`src/rtl/midi_stream_selector.sv`:
```
// Round-robin merger of per-port parsed MIDI messages and sysex byte streams
// into a single byte-wide FIFO stream, with optional running-status compression.
module midi_stream_selector #(
    parameter int NUM_PORTS      = 2,
    parameter int RUNNING_STATUS = 1,
    parameter int SYSCOM_EN      = 1
) (
    input  logic                     clk,
    input  logic                     rst,
    input  logic [NUM_PORTS-1:0]     midi_valid,
    input  logic [4*NUM_PORTS-1:0]   midi_cmd,
    input  logic [4*NUM_PORTS-1:0]   midi_ch,
    input  logic [7*NUM_PORTS-1:0]   midi_data1,
    input  logic [7*NUM_PORTS-1:0]   midi_data2,
    output logic [NUM_PORTS-1:0]     midi_rd,
    output logic [NUM_PORTS-1:0]     midi_busy,
    input  logic [NUM_PORTS-1:0]     sysex_valid,
    input  logic [8*NUM_PORTS-1:0]   sysex_data,
    input  logic [NUM_PORTS-1:0]     sysex_last,
    output logic [NUM_PORTS-1:0]     sysex_rd,
    output logic [NUM_PORTS-1:0]     sysex_busy,
    input  logic                     fifo_wr_rst_busy,
    input  logic                     fifo_busy,
    output logic [7:0]               fifo_in,
    output logic                     fifo_wr
);

    typedef enum logic [1:0] {S_IDLE, S_EX, S_CMD} state_t;

    state_t     state_reg, state_next;
    logic [2:0] g_reg, g_next;
    logic [2:0] ptr_reg, ptr_next;
    logic [1:0] k_reg, k_next;
    logic [7:0] rs_byte_reg, rs_byte_next;
    logic       rs_valid_reg, rs_valid_next;

    // Ports are unpacked into fixed 8-entry arrays so a 3-bit index always fits.
    logic [7:0] mv_a, sxv_a, sxl_a, req_a;
    logic [3:0] cmd_a [8];
    logic [3:0] ch_a  [8];
    logic [6:0] d1_a  [8];
    logic [6:0] d2_a  [8];
    logic [7:0] sxd_a [8];

    logic       fifo_ready;
    logic       rd_midi, rd_sysex;
    logic [2:0] sel;
    logic       sel_found;
    logic [3:0] sel_idx;
    logic [3:0] g_inc;
    logic [2:0] ptr_done;
    logic [3:0] cur_cmd, cur_ch;
    logic [7:0] cur_status;
    logic [1:0] cur_len;

    genvar gi;
    generate
        for (gi = 0; gi < 8; gi++) begin : g_port
            if (gi < NUM_PORTS) begin : g_used
                assign mv_a[gi]  = midi_valid[gi];
                assign sxv_a[gi] = sysex_valid[gi];
                assign sxl_a[gi] = sysex_last[gi];
                assign cmd_a[gi] = midi_cmd[gi*4 +: 4];
                assign ch_a[gi]  = midi_ch[gi*4 +: 4];
                assign d1_a[gi]  = midi_data1[gi*7 +: 7];
                assign d2_a[gi]  = midi_data2[gi*7 +: 7];
                assign sxd_a[gi] = sysex_data[gi*8 +: 8];
                assign midi_rd[gi]  = rd_midi  && (g_reg == 3'(gi));
                assign sysex_rd[gi] = rd_sysex && (g_reg == 3'(gi));
            end else begin : g_pad
                assign mv_a[gi]  = 1'b0;
                assign sxv_a[gi] = 1'b0;
                assign sxl_a[gi] = 1'b0;
                assign cmd_a[gi] = 4'd0;
                assign ch_a[gi]  = 4'd0;
                assign d1_a[gi]  = 7'd0;
                assign d2_a[gi]  = 7'd0;
                assign sxd_a[gi] = 8'd0;
            end
        end
    endgenerate

    assign req_a      = mv_a | sxv_a;
    assign fifo_ready = ~fifo_wr_rst_busy & ~fifo_busy;
    assign midi_busy  = {NUM_PORTS{fifo_busy}};
    assign sysex_busy = {NUM_PORTS{fifo_busy}};

    assign g_inc      = {1'b0, g_reg} + 4'd1;
    assign ptr_done   = (g_inc == 4'(NUM_PORTS)) ? 3'd0 : g_inc[2:0];
    assign cur_cmd    = cmd_a[g_reg];
    assign cur_ch     = ch_a[g_reg];
    assign cur_status = {cur_cmd, cur_ch};
    assign cur_len    = msg_len(cur_cmd, cur_ch);

    function automatic logic is_chan(input logic [3:0] cmd);
        return (cmd >= 4'h8) && (cmd <= 4'hE);
    endfunction

    function automatic logic [1:0] msg_len(input logic [3:0] cmd, input logic [3:0] ch);
        logic [1:0] len;
        len = 2'd0;
        case (cmd)
            4'h8, 4'h9, 4'hA, 4'hB, 4'hE: len = 2'd3;
            4'hC, 4'hD:                   len = 2'd2;
            4'hF: begin
                if (SYSCOM_EN != 0) begin
                    case (ch)
                        4'h1, 4'h3: len = 2'd2;
                        4'h2:       len = 2'd3;
                        4'h0, 4'h4, 4'h5, 4'h7: len = 2'd0;
                        default:    len = 2'd1;
                    endcase
                end
            end
            default: len = 2'd0;
        endcase
        return len;
    endfunction

    // Round-robin search starting at the pointer, wrapping modulo NUM_PORTS.
    always_comb begin
        sel       = 3'd0;
        sel_found = 1'b0;
        sel_idx   = 4'd0;
        for (int i = 0; i < NUM_PORTS; i++) begin
            sel_idx = {1'b0, ptr_reg} + 4'(i);
            if (sel_idx >= 4'(NUM_PORTS))
                sel_idx = sel_idx - 4'(NUM_PORTS);
            if (!sel_found && req_a[sel_idx[2:0]]) begin
                sel       = sel_idx[2:0];
                sel_found = 1'b1;
            end
        end
    end

    always_comb begin
        state_next    = state_reg;
        g_next        = g_reg;
        ptr_next      = ptr_reg;
        k_next        = k_reg;
        rs_byte_next  = rs_byte_reg;
        rs_valid_next = rs_valid_reg;
        fifo_wr       = 1'b0;
        fifo_in       = 8'd0;
        rd_midi       = 1'b0;
        rd_sysex      = 1'b0;
        if (fifo_wr_rst_busy) begin
            // FIFO restart: abandon the message; it is re-sent in full afterwards.
            state_next    = S_IDLE;
            rs_valid_next = 1'b0;
        end else begin
            case (state_reg)
                S_IDLE: begin
                    if (sel_found) begin
                        g_next = sel;
                        k_next = ((RUNNING_STATUS != 0) && is_chan(cmd_a[sel]) && rs_valid_reg
                                  && ({cmd_a[sel], ch_a[sel]} == rs_byte_reg)) ? 2'd1 : 2'd0;
                        state_next = sxv_a[sel] ? S_EX : S_CMD;
                    end
                end
                S_EX: begin
                    if (fifo_ready && sxv_a[g_reg]) begin
                        fifo_wr       = 1'b1;
                        fifo_in       = sxd_a[g_reg];
                        rd_sysex      = 1'b1;
                        rs_valid_next = 1'b0;
                        if (sxl_a[g_reg]) begin
                            state_next = S_IDLE;
                            ptr_next   = ptr_done;
                        end
                    end
                end
                S_CMD: begin
                    if (cur_len == 2'd0) begin
                        rd_midi    = 1'b1;
                        state_next = S_IDLE;
                        ptr_next   = ptr_done;
                    end else if (fifo_ready && mv_a[g_reg]) begin
                        fifo_wr = 1'b1;
                        case (k_reg)
                            2'd0:    fifo_in = cur_status;
                            2'd1:    fifo_in = {1'b0, d1_a[g_reg]};
                            default: fifo_in = {1'b0, d2_a[g_reg]};
                        endcase
                        if (k_reg == 2'd0) begin
                            if (is_chan(cur_cmd)) begin
                                rs_byte_next  = cur_status;
                                rs_valid_next = 1'b1;
                            end else if (cur_cmd == 4'hF && !cur_ch[3]) begin
                                rs_valid_next = 1'b0;
                            end
                        end
                        if (k_reg == cur_len - 2'd1) begin
                            rd_midi    = 1'b1;
                            state_next = S_IDLE;
                            ptr_next   = ptr_done;
                        end else begin
                            k_next = k_reg + 2'd1;
                        end
                    end
                end
                default: state_next = S_IDLE;
            endcase
        end
    end

    always_ff @(posedge clk or posedge rst) begin
        if (rst) begin
            state_reg    <= S_IDLE;
            g_reg        <= 3'd0;
            ptr_reg      <= 3'd0;
            k_reg        <= 2'd0;
            rs_byte_reg  <= 8'd0;
            rs_valid_reg <= 1'b0;
        end else begin
            state_reg    <= state_next;
            g_reg        <= g_next;
            ptr_reg      <= ptr_next;
            k_reg        <= k_next;
            rs_byte_reg  <= rs_byte_next;
            rs_valid_reg <= rs_valid_next;
        end
    end

endmodule

```
`config.mk`:
```
export PLATFORM = sky130hd
export DESIGN_NAME = midi_stream_selector
export DESIGN_NICKNAME = d
export VERILOG_FILES = /design/src/rtl/midi_stream_selector.sv
export SDC_FILE = /design/constraint.sdc
export NUM_CORES = 1
export LEC_CHECK = 0
export ABC_AREA = 1
export BUFFER_PORTS_ARGS = -buffer_cell sky130_fd_sc_hd__buf_2
export CAP_MARGIN = 10
export CELL_PAD_IN_SITES_DETAIL_PLACEMENT = 0
export CELL_PAD_IN_SITES_GLOBAL_PLACEMENT = 1
export CORE_MARGIN = 2
export CORE_UTILIZATION = 30
export DETAILED_ROUTE_END_ITERATION = 10
export GPL_TIMING_DRIVEN = 0
export PLACE_DENSITY_LB_ADDON = 0.15
export SLEW_MARGIN = 20
export SYNTH_ARGS = -nofsm -noshare
export SYNTH_HDL_FRONTEND = slang
export SYNTH_SLANG_ARGS = --single-unit
```
`constraint.sdc`:
```
create_clock -name clk -period 3.88 [get_ports clk]
set_input_delay 0.776 -clock clk [delete_from_list [all_inputs] [get_ports clk]]
set_output_delay 0.776 -clock clk [all_outputs]
set_load 0.02 [all_outputs]
```
==> results.md, run 1 <==
- Outcome: finished, final reports clean
- Final Cycle Share: 0.960
- First-pass GRT wire length: 13,200 um
- H-tree level count: 1
- Logic pwr share: 0.785
- Core Box Area: a little over 8000 um^2
- DR pass1 iterations: 4
- Crit Path Category: reg -> out
- Lkg Pwr: about 1.7 nW
- Critical path required time: between 3 and 4 ns
- Mean Syn Cell Area: 5.99 um^2
- #FFs+latches synth: 19
- Iter 0 DRT Violations: around 140
- Die height: 95.4 um
- Fin crit period: approximately 3.7 ns
- Clk_skew: just under 0.005 ns
- Setup slack at placement: -0.0739 ns
- WL final: approximately 8300 um
- Total power: 2.12 mW
- Clock latency on the worst-skew pair: roughly 0.26 ns
- Final hold viol count: 0
- Sw frac: 0.579
- Area Growth Syn to Fin: 28.4%
- Post-Syn Nets: between 500 and 600
- Initial antenna violation count: 0
- Crit-path max FO: 9
- DR vias/cell: around 4.7
- Clk pwr share: 0.066
- Slew @ Worst Pin: roughly 0.75 ns
- Critical Path Slowest Stage Cell: dfrtp_1
- Cell Chain, Critical Path: buf_4 -> inv_6 -> nor2_1 -> nor3_4 -> nand2_2 -> nor2_4 -> nand2_2 -> nand2_1 -> inv_1 -> ha_2 -> xor2_2 -> nand3_2 -> nor2_1 -> o21ai_1 -> nor3_1 -> buf_2
- WL per Instance: 13.3 um
- Clk sinks: 19
- Grt ovf: 0
- Library cells used by synthesis: 40
- Dpl cells: 610
- CP startpoint kind: flip-flop
- Antenna Violating Nets Remaining: 0
- Via count: between 2,000 and 3,000
- Main synth FF type: dfrtp_1
- Nets: ~600
- FP Rows: 33
- Synthesized instance count: between 400 and 500
- I/O pin total: 87
- Post-synth EDFFs: 0
- CTS Root Cell: clkbuf_8
- Clock Tree Buf Depth: 2
- Sequential share of power: 0.149
- PwrDens: 658 nW/um^2
- Setup violations, final: 0
- GP Congestion: approximately 0.81
- Number of global-route vias before repair: about 2,700
- # diodes: 0
- Starting Density: 0.307
- Worst setup EP type: output pin
- TritonCTS clock tree: yes
- Die width: 95.4 um
- DRC Markers: 0
- Maximum vdd ir drop: between 0.2 and 0.25 mV
- TritonCTS Buffers: 3
- Post-route setup slack: around 0.16 ns
- Final TNS setup: 0 ns
- Largest net degree at the start of global routing: 20
- Yosys warns: 0
- Final Non-Filler Cells: 620
- Most frequent cells in the layout: 102 x nand2_1, 88 x buf_2, 56 x inv_1
- Clock-pin slew on the worst setup and hold paths: around 0.080 ns
- Seq/Total Area, Yosys: 0.190
- Share of layout cells above drive strength 1: 0.272
- Max Cap Violations: 0
- Async SR Flop Fraction: 1.00
- Rel. slew slack: 0.501
- Hold crit path type: reg -> reg
- Final Core Density: 0.394
- Switching pwr: between 1 and 1.5 mW
- Final Max Tran Viols: 0
- Tot GR Track Use: 0.184
- PortBufs: 86
- Post-DP HPWL: around 6700 um
- Max reg flops: 8
- Internal Power: approximately 890 uW
- Post-Syn Area: 2510 um^2
- Critical Path AT: about 3 ns
- Max incr delay on CP: between 0.3 and 0.4 ns
- Die ar.: 9110 um^2
- Commonest non-fill, non-tap cell in the layout: nand2_1
- Peak Freq: between 0.2 and 0.3 GHz
Yosys cell counts (3+ instances only):
cell type | instances | area share
o21ai_1 | 17 | 0.034
nor2_1 | 50 | 0.075
buf_4 | 7 | 0.021
dfrtp_1 | 19 | 0.19
nor2_4 | 3 | 0.013
nand3_1 | 37 | 0.074
nand3b_1 | 3 | 0.0090
buf_2 | 5 | 0.010
a21oi_1 | 22 | 0.044
ha_1 | 15 | 0.075
nand2_1 | 102 | 0.15
nand3_2 | 3 | 0.012
o22ai_1 | 7 | 0.017
nor3_1 | 7 | 0.014
nand2_2 | 6 | 0.015
inv_1 | 56 | 0.084
o21ai_0 | 29 | 0.058
clkbuf_1 | 4 | 0.0060
worst paths after layout:
path	startpoint	to	slack, ns	depth (start not counted)
max in group asynchronous	rst	state_reg[1]$_DFFE_PP0P_	2.77	2
hold reg to reg	rs_byte_reg[7]$_DFFE_PP0P_	rs_byte_reg[7]$_DFFE_PP0P_	0.46	2
setup reg to reg	g_reg[0]$_DFFE_PP0P_	rs_byte_reg[3]$_DFFE_PP0P_	0.92	20
setup / recovery	g_reg[0]$_DFFE_PP0P_	midi_rd[1]	0.16	16
hold / removal	rs_byte_reg[7]$_DFFE_PP0P_	rs_byte_reg[7]$_DFFE_PP0P_	0.46	2
min in group asynchronous	rst	rs_valid_reg$_DFFE_PP0P_	0.64	2
metal layers:
metal / vias to the layer above / track usage / wire, um
met5: - / 0 / 0
met4: 0 / 0.0524 / 144
met3: 6 / 0.0174 / 528
met2: 92 / 0.298 / 3650
met1: 1261 / 0.258 / 3930
li1: 1540 / - / -
kinds of logic (layout without fill, tap and decap cells):
group,Yosys count,count (layout),share of synthesized area
AND/OR/NAND/NOR,221,221,0.405
AO/OA/AOI/OAI,83,83,0.185
XOR/XNOR,2,2,0.00698
adder cells (fa/ha/maj),15,15,0.0748
buffers and inverters,79,175,0.138
flip-flops,19,19,0.190
area by class of cell:
| cell class | instances | area [um^2] |
|---|---|---|
| clock buffers | 3 | 41.3 |
| repair buffers | 92 | 493 |
| clock inverters | 1 | 5.00 |
| flip-flops and latches | 19 | 475 |
| fillers | 949 | 4950 |
| inverters | 61 | 234 |
| plain buffers | 18 | 125 |
| well taps | 105 | 131 |
| multi-input cells | 321 | 1720 |
power by group through the flow:
stage / logic (mW) / clock network (mW) / registers (mW)
finish: 1.66 / 0.140 / 0.316
global route: 1.91 / 0.152 / 0.323
CTS: 1.63 / 0.144 / 0.316
detailed placement: 1.61 / 0 / 0.320
global placement: 1.59 / 0 / 0.318
floorplan: 1.19 / 0 / 0.301
through the flow:
stage / hold WS, ns / cell area [um^2]
after global placement: 0.437 / 3070
after CTS: 0.457 / 3160
after floorplan: 0.422 / 2510
after global routing: 0.488 / 3220
final: 0.459 / 3220
after detailed placement: 0.439 / 3070
worst max-delay path, delay by kind of cell (launching register included):
family,cells,cell delay (ns)
and+or+nand+nor,9,1.19
DFF,1,0.38
adders and majority gates,1,0.33
AOI/OAI and AO/OA,1,0.10
xor gates and xnor gates,1,0.15
buffers and inverters,4,0.53
timing repair:
| item | CTS | global route |
|---|---|---|
| hold buffers | 0 | 0 |
| resized for setup | 4 | 8 |
| setup endpoints to repair | 9 | 8 |
| setup buffers | 2 | 4 |
| pin swaps | 1 | 8 |
Power figures use the tool's default switching activity.
==> run 2, diff against run 1 <==
--- a/config.mk
+++ b/config.mk
@@ -5,7 +5,6 @@
 export SDC_FILE = /design/constraint.sdc
 export NUM_CORES = 1
 export LEC_CHECK = 0
-export ABC_AREA = 1
 export BUFFER_PORTS_ARGS = -buffer_cell sky130_fd_sc_hd__buf_2
 export CAP_MARGIN = 10
 export CELL_PAD_IN_SITES_DETAIL_PLACEMENT = 0
==> results.md, run 2 <==
- TritonCTS clock tree: yes
- Worst setup EP type: output pin
- PwrDens: 552 nW/um^2 (-16%)
- Synthesized instance count: 275 (-34%)
- Clock Tree Buf Depth: 2 (unchanged)
- Max Cap Violations: 0 (unchanged)
- Cell Chain, Critical Path: buf_6 -> buf_12 -> mux2_4 -> and2_4 -> a2111oi_4 -> a21oi_1 -> ha_1 -> xnor2_2 -> buf_4 -> nor4_1 -> mux2i_1 -> nor4b_4 -> nor2_1 -> o21a_1 -> and3b_2 -> buf_6
- Hold Buf Count CTS: 0 (unchanged)
- #FFs+latches synth: 19 (unchanged)
- Die width: 92.6 um (-2.9%)
- Share of layout cells above drive strength 1: 0.445 (+0.173)
- Crit-path max FO: 7 (-2)
- Dpl cells: 463 (-24%)
- PortBufs: 86 (unchanged)
- Max reg flops: 8 (unchanged)
- Core Box Area: 7690 um^2 (-6.0%)
- Via count: 2,433 (-16%)
- Area Growth Syn to Fin: 41.4%
- Hold Crit Endpoint: rs_byte_reg[7]$_DFFE_PP0P_
- RSZ-0062 raised after global routing: yes
- Maximum vdd ir drop: 0.331 mV (+58%)
- Critical path required time: 3.10 ns (about the same)
- Total power: 1.84 mW (-13%)
- Starting Density: 0.307 (about the same)
- Post-route setup slack: -0.428 ns (-0.585 ns)
- CP delay by family, top: simple AND/OR/NAND/NOR gates
- Setup slack at placement: -0.662 ns (-0.589 ns)
- Crit Path Category: reg -> out
- CTS Root Cell: clkbuf_8
- H-tree level count: 1 (unchanged)
- Mean Syn Cell Area: 8.57 um^2 (+43%)
- Final hold viol count: 0 (unchanged)
- Seq/Total Area, Yosys: 0.202 (+0.0122)
- Lkg Pwr: 1.59 nW (-6.5%)
- DRC Markers: 0 (unchanged)
- Largest net degree at the start of global routing: 20 (unchanged)
- Buffers & Inverters on Critical Path: 4 (unchanged)
- I/O pin total: 87 (unchanged)
- First-pass GRT wire length: 11,700 um (-11%)
- Failing checks: setup timing
- Rel. slew slack: 0.440 (-0.0608)
- Final Non-Filler Cells: 486 (-22%)
- Main synth FF type: dfrtp_1
- Clock latency on the worst-skew pair: 0.26 ns (about the same)
- WL final: 7440 um (-9.8%)
- Final Max Tran Viols: 0 (unchanged)
- Clk sinks: 19 (unchanged)
- Cells taking the most area after synthesis: dfrtp_1 20%, mux2i_1 11%, mux2_2 8.1%, ha_1 8.0%, nor2_1 3.3%
- Commonest non-fill, non-tap cell in the layout: buf_2
- Antenna Violating Nets Remaining: 0 (unchanged)
- Die ar.: 8580 um^2 (-5.8%)
- Worst reg2reg path startpoint: g_reg[0]$_DFFE_PP0P_
- Peak Freq: 0.232 GHz (-14%)
- Async SR Flop Fraction: 1.00 (unchanged)
- Worst Hold Path Cells: 1 (-1)
- Slew @ Worst Pin: 0.819 ns (+0.0709 ns)
- WL per Instance: 15.3 um (+15%)
- Clock-pin slew on the worst setup and hold paths: 0.08 ns (about the same)
- R2r setup slk: 0.17 ns (-0.75 ns)
- Critical Path Slowest Stage Cell: dfrtp_1
- DR vias/cell: 5.01 (+7.1%)
- Library cells used by synthesis: 61 (+53%)
- Setup violations, final: 2 (+2)
- Outcome: finished with violations
- Iter 0 DRT Violations: 53 (-63%)
- Most frequent cells in the layout: 78 x buf_2, 32 x buf_4, 23 x mux2i_1
- Final TNS setup: -0.848 ns (-0.848 ns)
- CP startpoint kind: flip-flop
- Post-DP HPWL: 5920 um (-12%)
- # fillers: 817 (-14%)
- Tot GR Track Use: 0.171 (-0.0126)
- Yosys top cell area share: 0.202 (+0.0122)
- GP Congestion: 0.866 (+7.2%)
- WHS: 0.478 ns (+0.0188 ns)
- Top cell by count, worst path: buf_6
- Critical Path AT: 3.53 ns (+0.58 ns)
- Nets: 470 (-22%)
- Post-Syn Area: 2360 um^2 (-6.0%)
- Hold crit path type: reg -> reg
- Post-Syn Nets: 360 (-29%)
- Grt ovf: 0 (unchanged)
- DR pass1 iterations: 4 (unchanged)
- Initial antenna violation count: 0 (unchanged)
- # diodes: 0 (unchanged)
- FP Rows: 32 (-3.0%)
- R2r endpoint: ptr_reg[2]$_DFFE_PP0P_
- Fin crit period: 4.31 ns (+0.585 ns)
- TritonCTS Buffers: 3 (unchanged)
- Die height: 92.6 um (-2.9%)
- Final Cycle Share: 1.11 (+0.151)
- Max incr delay on CP: 0.39 ns (about the same)
- Yosys warns: 0 (unchanged)
- R2R depth: 15 (-25%)
- Hold path start: rs_byte_reg[7]$_DFFE_PP0P_
- Number of global-route vias before repair: 2,432 (-11%)
- Post-synth EDFFs: 0 (unchanged)
- Top cells by count, synth: 27 x mux2i_1, 21 x nor2_1, 20 x inv_1
- Area leader, netlist: dfrtp_1
- Count leader, synth: mux2i_1
- Clk_skew: 0.00673 ns (+0.00177 ns)
[run 2: cell types whose count changed in the layout (fill, tap and decap cells not counted), sizes merged, moves of 5 or more]
cell / previous run / this run
o21ai: 48 / 13
nand3: 41 / 8
xor2: 1 / 6
nor2: 54 / 21
inv: 59 / 21
buf: 106 / 120
nand2: 109 / 15
nor4: 0 / 5
mux2: 0 / 19
mux2i: 0 / 27
nand2b: 0 / 5
a21oi: 24 / 9
[run 2: what timing repair did]
item                       CTS  global route
setup endpoints to repair   10            12
resized for setup           31            12
pin swaps                   11             8
buffers inserted            18             1
[run 2: cell type report]
| type | count | area (um^2) | area share |
|---|---|---|---|
| Clock buffer | 4 | 45.0 | 0.0135 |
| Tap cell | 102 | 128 | 0.0383 |
| Multi-Input combinational cell | 217 | 1830 | 0.550 |
| Timing Repair Buffer | 105 | 618 | 0.185 |
| Inverter | 21 | 78.8 | 0.0236 |
| Sequential cell | 19 | 475 | 0.143 |
| Buffer | 18 | 155 | 0.0465 |
[run 2: logic make-up (layout without fill, tap and decap cells)]
logic type | after synthesis | count (layout) | synth area share
AO/OA/AOI/OAI | 62 | 62 | 0.187
flip-flops | 19 | 19 | 0.202
adder cells (fa/ha/maj) | 15 | 15 | 0.0796
XOR/XNOR | 9 | 9 | 0.0334
AND/OR/NAND/NOR | 85 | 85 | 0.205
buffers and inverters | 39 | 148 | 0.0860
multiplexers | 46 | 46 | 0.207
[run 2: metal layers]
metal,vias up,part of all wire,track usage
met5,-,0,0
met4,0,0.0077,0.0282
met3,4,0.034,0.0212
met2,32,0.54,0.333
met1,1156,0.42,0.202
li1,1241,-,-
[run 2: power by group]
part / switching (mW) / leakage (nW) / internal, mW
clock network: 0.0725 / 0.0228 / 0.0732
logic: 0.684 / 1.33 / 0.684
registers: 0.0634 / 0.240 / 0.262
[run 2: stage by stage]
| step | instance area (um^2) | utilization |
|---|---|---|
| global placement | 2970 | 0.386 |
| detailed placement | 2970 | 0.386 |
| finish | 3330 | 0.434 |
| CTS | 3280 | 0.427 |
| floorplan | 2410 | - |
| global route | 3330 | 0.434 |
[run 2: worst reg2reg max path: cells and delay by family (launching register included)]
family / cells / cell delay (ns)
simple gates: 5 / 1.08
compound gates: 3 / 0.60
xor+xnor: 1 / 0.16
fa+ha+maj: 1 / 0.32
flops: 1 / 0.39
buf+inv: 3 / 0.45
mux: 2 / 0.60
[run 2: how the worst max path moves through the flow]
stage / startpoint / endpoint / depth (start not counted)
final: g_reg[0]$_DFFE_PP0P_ / midi_rd[1] / 16
after global routing: g_reg[0]$_DFFE_PP0P_ / midi_rd[0] / 16
after CTS: g_reg[0]$_DFFE_PP0P_ / midi_rd[1] / 16
after detailed placement: midi_cmd[1] / midi_rd[1] / 15
after global placement: midi_cmd[1] / midi_rd[1] / 15
after floorplan: midi_ch[6] / midi_rd[1] / 12
